<file path="src/rtl/cache_ctrl.sv">
// Blocking direct-mapped cache controller: 4-word lines, write-back and
// write-allocate, backed by a pipelined memory with in-order read returns.
module cache_ctrl (
    input  logic        clk,
    input  logic        rst,
    input  logic [15:0] Addr,
    input  logic [15:0] DataIn,
    input  logic        Rd,
    input  logic        Wr,
    output logic [15:0] DataOut,
    output logic        Done,
    output logic        Stall,
    output logic        CacheHit,
    output logic        err,
    output logic        c_en,
    output logic        c_comp,
    output logic        c_write,
    output logic        c_valid_in,
    output logic [4:0]  c_tag,
    output logic [7:0]  c_index,
    output logic [1:0]  c_word,
    output logic [15:0] c_data_in,
    input  logic        c_hit,
    input  logic        c_valid,
    input  logic        c_dirty,
    input  logic [4:0]  c_tag_in,
    input  logic [15:0] c_data_out,
    output logic        m_rd,
    output logic        m_wr,
    output logic [15:0] m_addr,
    output logic [15:0] m_data_in,
    input  logic        m_stall,
    input  logic        m_rvalid,
    input  logic [15:0] m_data_out
);

    localparam int LINE_WORDS = 4;
    localparam logic [1:0] LAST = 2'(LINE_WORDS - 1);

    localparam logic [1:0] S_IDLE  = 2'd0;
    localparam logic [1:0] S_WB    = 2'd1;
    localparam logic [1:0] S_ALLOC = 2'd2;
    localparam logic [1:0] S_RETRY = 2'd3;

    logic [1:0]  state_q, state_d;
    logic [15:1] addr_q, addr_d;
    logic [15:0] data_q, data_d;
    logic        wr_q, wr_d;
    logic [4:0]  vtag_q, vtag_d;
    logic [1:0]  beat_q, beat_d;
    logic [1:0]  ret_q, ret_d;
    logic        iss_q, iss_d;

    always_comb begin
        state_d    = state_q;
        addr_d     = addr_q;
        data_d     = data_q;
        wr_d       = wr_q;
        vtag_d     = vtag_q;
        beat_d     = beat_q;
        ret_d      = ret_q;
        iss_d      = iss_q;
        DataOut    = '0;
        Done       = 1'b0;
        Stall      = 1'b0;
        CacheHit   = 1'b0;
        err        = 1'b0;
        c_en       = 1'b0;
        c_comp     = 1'b0;
        c_write    = 1'b0;
        c_valid_in = 1'b0;
        c_tag      = '0;
        c_index    = '0;
        c_word     = '0;
        c_data_in  = '0;
        m_rd       = 1'b0;
        m_wr       = 1'b0;
        m_addr     = '0;
        m_data_in  = '0;
        // Outputs are gated by reset so they drop without waiting for a clock.
        if (rst) begin
            unique case (1'b1)
                (state_q == S_IDLE): begin
                    if ((Rd | Wr) && ((Rd & Wr) || Addr[0])) begin
                        err = 1'b1;
                    end else if (Rd ^ Wr) begin
                        c_en      = 1'b1;
                        c_comp    = 1'b1;
                        c_write   = Wr;
                        c_data_in = DataIn;
                        c_tag     = Addr[15:11];
                        c_index   = Addr[10:3];
                        c_word    = Addr[2:1];
                        addr_d    = Addr[15:1];
                        data_d    = DataIn;
                        wr_d      = Wr;
                        if (c_hit && c_valid) begin
                            Done     = 1'b1;
                            CacheHit = 1'b1;
                            DataOut  = c_data_out;
                        end else begin
                            Stall  = 1'b1;
                            vtag_d = c_tag_in;
                            beat_d = '0;
                            ret_d  = '0;
                            iss_d  = 1'b0;
                            state_d = (c_valid && c_dirty) ? S_WB : S_ALLOC;
                        end
                    end
                end
                (state_q == S_WB): begin
                    Stall     = 1'b1;
                    c_en      = 1'b1;
                    c_index   = addr_q[10:3];
                    c_word    = beat_q;
                    m_wr      = 1'b1;
                    m_addr    = {vtag_q, addr_q[10:3], beat_q, 1'b0};
                    m_data_in = c_data_out;
                    if (!m_stall) begin
                        if (beat_q == LAST) begin
                            beat_d  = '0;
                            ret_d   = '0;
                            iss_d   = 1'b0;
                            state_d = S_ALLOC;
                        end else begin
                            beat_d = beat_q + 2'd1;
                        end
                    end
                end
                (state_q == S_ALLOC): begin
                    Stall = 1'b1;
                    if (!iss_q) begin
                        m_rd   = 1'b1;
                        m_addr = {addr_q[15:3], beat_q, 1'b0};
                        if (!m_stall) begin
                            if (beat_q == LAST) iss_d = 1'b1;
                            else beat_d = beat_q + 2'd1;
                        end
                    end
                    // Returns arrive in issue order, so the count is the word.
                    if (m_rvalid) begin
                        c_en       = 1'b1;
                        c_write    = 1'b1;
                        c_valid_in = 1'b1;
                        c_tag      = addr_q[15:11];
                        c_index    = addr_q[10:3];
                        c_word     = ret_q;
                        c_data_in  = m_data_out;
                        if (ret_q == LAST) state_d = S_RETRY;
                        else ret_d = ret_q + 2'd1;
                    end
                end
                default: begin
                    c_en      = 1'b1;
                    c_comp    = 1'b1;
                    c_write   = wr_q;
                    c_data_in = data_q;
                    c_tag     = addr_q[15:11];
                    c_index   = addr_q[10:3];
                    c_word    = addr_q[2:1];
                    Done      = 1'b1;
                    DataOut   = c_data_out;
                    state_d   = S_IDLE;
                end
            endcase
        end
    end

    always_ff @(posedge clk or negedge rst) begin
        if (!rst) begin
            state_q <= S_IDLE;
            addr_q  <= '0;
            data_q  <= '0;
            wr_q    <= 1'b0;
            vtag_q  <= '0;
            beat_q  <= '0;
            ret_q   <= '0;
            iss_q   <= 1'b0;
        end else begin
            state_q <= state_d;
            addr_q  <= addr_d;
            data_q  <= data_d;
            wr_q    <= wr_d;
            vtag_q  <= vtag_d;
            beat_q  <= beat_d;
            ret_q   <= ret_d;
            iss_q   <= iss_d;
        end
    end

endmodule
</file>
<file path="config.mk">
export PLATFORM = sky130hd
export DESIGN_NAME = cache_ctrl
export DESIGN_NICKNAME = d
export VERILOG_FILES = /design/src/rtl/cache_ctrl.sv
export SDC_FILE = /design/constraint.sdc
export NUM_CORES = 1
export LEC_CHECK = 0
export ABC_AREA = 1
export CORE_MARGIN = 2
export CORE_UTILIZATION = 40
export CTS_CLUSTER_SIZE = 16
export DETAILED_ROUTE_END_ITERATION = 7
export GPL_TIMING_DRIVEN = 0
export PLACE_DENSITY = 0.83
export SLEW_MARGIN = 10
export SYNTH_ARGS = -nofsm -noshare
export SYNTH_HDL_FRONTEND = slang
export SYNTH_SLANG_ARGS = --single-unit
</file>
<file path="constraint.sdc">
create_clock -name clk -period 1.63 [get_ports clk]
set_input_delay 0.163 -clock clk [delete_from_list [all_inputs] [get_ports clk]]
set_output_delay 0.163 -clock clk [all_outputs]
set_load 0.05 [all_outputs]
</file>
==> results.toml, run 1 <==
[outcome]
status = "aborted with a tool error"
flow.stopped_at = "global routing"
error = "[ERROR DPL-0038] Utilization greater than 100%, impossible to legalize"

[clock_network]
htree_num_levels = 2
numCtsBuffers = 5
ctsLongestPathBuffers = 2
numClockSinks = 44
root_buffer = "clkbuf_8"

[logic_synthesis]
synthAdderAreaFrac = 0.03475
ys_types = 27
synth_top_area_share = 0.3398
synth-simple-area-share = 0.3479
synth-seq-cells = 44
synthTopCellsByArea = "dfrtp_1 34%, nand2_1 24%, inv_1 7.2%"
synth_xor_area_frac = 0
synth_mux_area_frac = 0
mappedNetlistArea_sq_um = 3241
yosys_warnings = 0
synth.avg_cell_area_sq_um = 6.379
yosysSeqAreaShare = 0.3398
synth_compound_area_frac = 0.1529
synth_top_family_by_area = "simple AND/OR/NAND/NOR gates"
syn_inst = 508
synth_nets = 595
synth_area_leader_cell = "dfrtp_1"

[floorplan]
num_rows = 32
die_h_um = 94.01
die_x_um = 94.01
pin_count = 167
initial_core_util = 0.4151

[placed_design]
dp_hpwl_mm = 9.348
place.gp.congestion = 0.8642
io_buffers = 165

[timing]
grt-worst-endpoint = "c_data_in[14]"
worst-ep-kind = "top-level output"

[grt]
grt_max_degree = 28
## per-stage QoR
step	instances	instance area, sq um	setup WS [ns]
floorplan	508	4075	-0.1293
CTS	827	7186	-0.4760
global placement	775	5854	-2.772
detailed placement	776	5869	-1.352
## what timing repair did
| action | in CTS |
|---|---|
| pin swaps | 28 |
| hold buffers | 2 |
| setup buffers | 35 |
| gates cloned | 7 |
| endpoints found under the hold margin | 17 |
| resized for setup | 779 |
| endpoints found under the setup margin | 111 |
## cells in the mapped netlist
library cell	number
nand2_1	206
inv_1	62
dfrtp_1	44
o21ai_0	38
a21oi_1	36
nor2_1	28
nand3_1	22
a21oi_2	11
buf_2	10
ha_1	9
nor3_1	9
nand2_2	6
buf_4	5
buf_6	4
clkbuf_1	4
inv_2	2
nand2_4	2
a21oi_4	1
a31oi_1	1
buf_1	1
clkbuf_2	1
clkinv_1	1
conb_1	1
nor2_2	1
nor2_8	1
nor3b_1	1
o22ai_1	1
## logic make-up after synthesis
logic type / Yosys count
fa+ha+maj: 9
other cells: 1
flops: 44
buf+inv: 90
simple gates: 276
compound gates: 88
==> inputs of run 2 (changes only) <==
--- a/config.mk
+++ b/config.mk
@@ -7,11 +7,10 @@
 export LEC_CHECK = 0
 export ABC_AREA = 1
 export CORE_MARGIN = 2
-export CORE_UTILIZATION = 40
-export CTS_CLUSTER_SIZE = 16
+export CORE_UTILIZATION = 25
 export DETAILED_ROUTE_END_ITERATION = 7
 export GPL_TIMING_DRIVEN = 0
-export PLACE_DENSITY = 0.83
+export PLACE_DENSITY_LB_ADDON = 0.15
 export SLEW_MARGIN = 10
 export SYNTH_ARGS = -nofsm -noshare
 export SYNTH_HDL_FRONTEND = slang
==> results.toml, run 2 <==
[logic_synthesis]
synth_edf_count = 0
mappedNetlistArea_sq_um = 3241
synth-seq-cells = 44
yosys_warnings = 0
synth.avg_cell_area_sq_um = 6.379
ys_types = 27
synthTopCellsByArea = "dfrtp_1 34%, nand2_1 24%, inv_1 7.2%"
synthTopCellsByCount = "206 x nand2_1, 62 x inv_1, 44 x dfrtp_1, 38 x o21ai_0, 36 x a21oi_1"
synth_nets = 595
synth_top_area_share = 0.3398
synthFlopType = "dfrtp_1"
synth_area_leader_cell = "dfrtp_1"
async_flop_share = 1.000
syn_inst = 508
yosysSeqAreaShare = 0.3398
synthMostInstantiatedCell = "nand2_1"

[floorplan]
die_x_um = 117.9
core_area_sq_um = 12620
num_rows = 41
die_h_um = 117.9
die_area_sq_um = 13890
initial_core_util = 0.2568
pin_count = 167

[worst_setup_path]
worst-path-stages = 9
max_stage_delay_ns = 0.41
arrival_ns = 1.88
regToRegSetupSlack_ns = -0.06
r2r_end = "ret_q[0]$_DFFE_PN0P_"
critPathSlowestCell = "dfrtp_1"
path_max_fanout = 3
path_buf_inv = 4
start_kind = "flip-flop"
end_kind = "output pin"
critical_path_required_ns = 1.47
worstSetupStartpoint = "state_q[0]$_DFFE_PN0P_"
regToRegStartpoint = "state_q[1]$_DFFE_PN0P_"
critPathKind = "reg2out"
crit_chain = "inv_2, ha_4, nand2_4, a21oi_4, buf_6, buf_6, nand2_4, a21oi_4, buf_8"
r2r_cells = 11
cp-endpoint = "c_word[1]"
path_delay_family = "buffers and inverters"

[routing]
via_per_inst = 4.561
routed-via-count = 4196
drt_iter0_drc = 165
drt-wirelength-per-cell_um = 15.11
ant_nets = 0
drcViolationCount = 0
first_pass_iters = 4
drt-total-wl_mm = 13.90

[timing]
finalSetupTns_ns = -31.26
worst_slew_pin_slew_ns = 0.5118
setup_violations = 101
finalClockSkew_ns = 0.005442
relSlewSlack = 0.6577
finalMaxSlewViolations = 0
fmax_mhz = 490.2
min_period_ns = 2.040
period_share = 1.251
worst_slack_ns = -0.4099
rsz0062_at_grt = "yes"
finalHoldViolations = 0

[hold_path]
min_path_cells = 3
hold_class = "in2reg"

[layout]
final_common_cell = "nand2_1"
reg_top3 = "data_q: 16 flops, addr_q: 15 flops, vtag_q: 5 flops"
final_cell_mix = "138 x nand2_1, 95 x buf_6, 74 x clkdlybuf4s50_1"
final_util = 0.6136
largest_reg_flops = 16
top_register = "data_q"
area_growth_pct = 139.0
n_fill_cell = 1071
multiInputGateArea_sq_um = 3113
drive_gt1_frac = 0.5294
final_area_sq_um = 7744
regArea_sq_um = 1102
fin_cells = 920
diodes = 0
fin_nets = 834

[clock_network]
path_clk_slew_ns = 0.06
numCtsBuffers = 5
insertion_delay_ns = 0.28
numClockSinks = 44
root_buffer = "clkbuf_16"
tritoncts = "yes"
htree_num_levels = 2
ctsLongestPathBuffers = 2

[placed_design]
placed_cell_area_sq_um = 5957
dp_slack_ns = -1.255
place.gp.congestion = 0.8273
io_buffers = 165
dp_cells = 846
dp_hpwl_mm = 9.447

[grt]
grtUsageMet1 = 0.2377
track_usage = 0.1917
grt_busiest_layer = "met2"
grt_max_degree = 34
antenna_found_initial = 0
grt_util_met3 = 0.03440
gr-usage-met2 = 0.3441
overflow = 0
first_global_vias = 4335
grt_pass1_wl_mm = 21.62

[pwr]
p_leak_nw = 3.469
power.density_nw_per_um2 = 1453
ir_drop_mv = 0.8225

[job]
maxCapViolCount = 0

[outcome]
violations = "negative setup slack"
status = "finished, violations left"
[run 2: cell counts after synthesis]
No cell type changed its count.
[run 2: worst register-to-register path, delay by kind of cell (launching register included)]
kind / cells / cell delay, ns
buf+inv: 4 / 0.46
simple gates: 6 / 0.55
flops: 1 / 0.41
fa+ha+maj: 1 / 0.17
[run 2: cell type report]
type,instances,share of cell area
Timing Repair Buffer,233,0.3325
Timing Repair inverter,1,0.0008079
Inverter,65,0.03571
Buffer,21,0.03522
Sequential cell,44,0.1423
Clock inverter,1,0.003878
Multi-Input combinational cell,376,0.4020
Clock buffer,7,0.01971
Tap cell,172,0.02779
[run 2: worst min-delay path by stage]
stage	from	to	slack [ns]
after global routing	Wr	wr_q$_DFFE_PN0P_	0.38
after floorplan	rst	addr_q[10]$_DFFE_PN0P_	-0.13
after global placement	addr_q[1]$_DFFE_PN0P_	addr_q[1]$_DFFE_PN0P_	0.45
final	Wr	wr_q$_DFFE_PN0P_	0.36
after detailed placement	rst	addr_q[6]$_DFFE_PN0P_	0.07
after CTS	Wr	wr_q$_DFFE_PN0P_	0.35
[run 2: routing by layer]
| metal | wire (um) | share of wire |
|---|---|---|
| met5 | 0 | 0 |
| met4 | 279 | 0.020 |
| met3 | 675 | 0.049 |
| met2 | 7164 | 0.52 |
| met1 | 5785 | 0.42 |
[run 2: what timing repair did]
action	4_1_cts	5_1_grt
gates cloned	7	1
pin swaps	17	37
buffers inserted	42	22
hold endpoints to repair	44	0
resized for setup	768	112
hold buffers	3	0
endpoints found under the setup margin	110	116
[run 2: cell families after synthesis]
family,Yosys count,share of synthesized area
AOI/OAI and AO/OA,88,0.1529
adders and majority gates,9,0.03475
buffers and inverters,90,0.1235
DFF,44,0.3398
other,1,0.001157
and+or+nand+nor,276,0.3479
[run 2: power breakdown]
group          switching [mW]  internal [mW]  leakage [nW]
sequential              0.369           1.60         0.551
combinational            4.77           3.29          2.83
clock                   0.420          0.807        0.0901
[run 2: per-stage QoR]
step / power [mW] / hold slack, ns
finish: 11.25 / 0.3642
global route: 11.88 / 0.3829
CTS: 10.74 / 0.3527
detailed placement: 7.793 / 0.07334
global placement: 7.680 / 0.4485
floorplan: 6.197 / -0.1326
No activity file was read; power rests on OpenSTA's default activity.
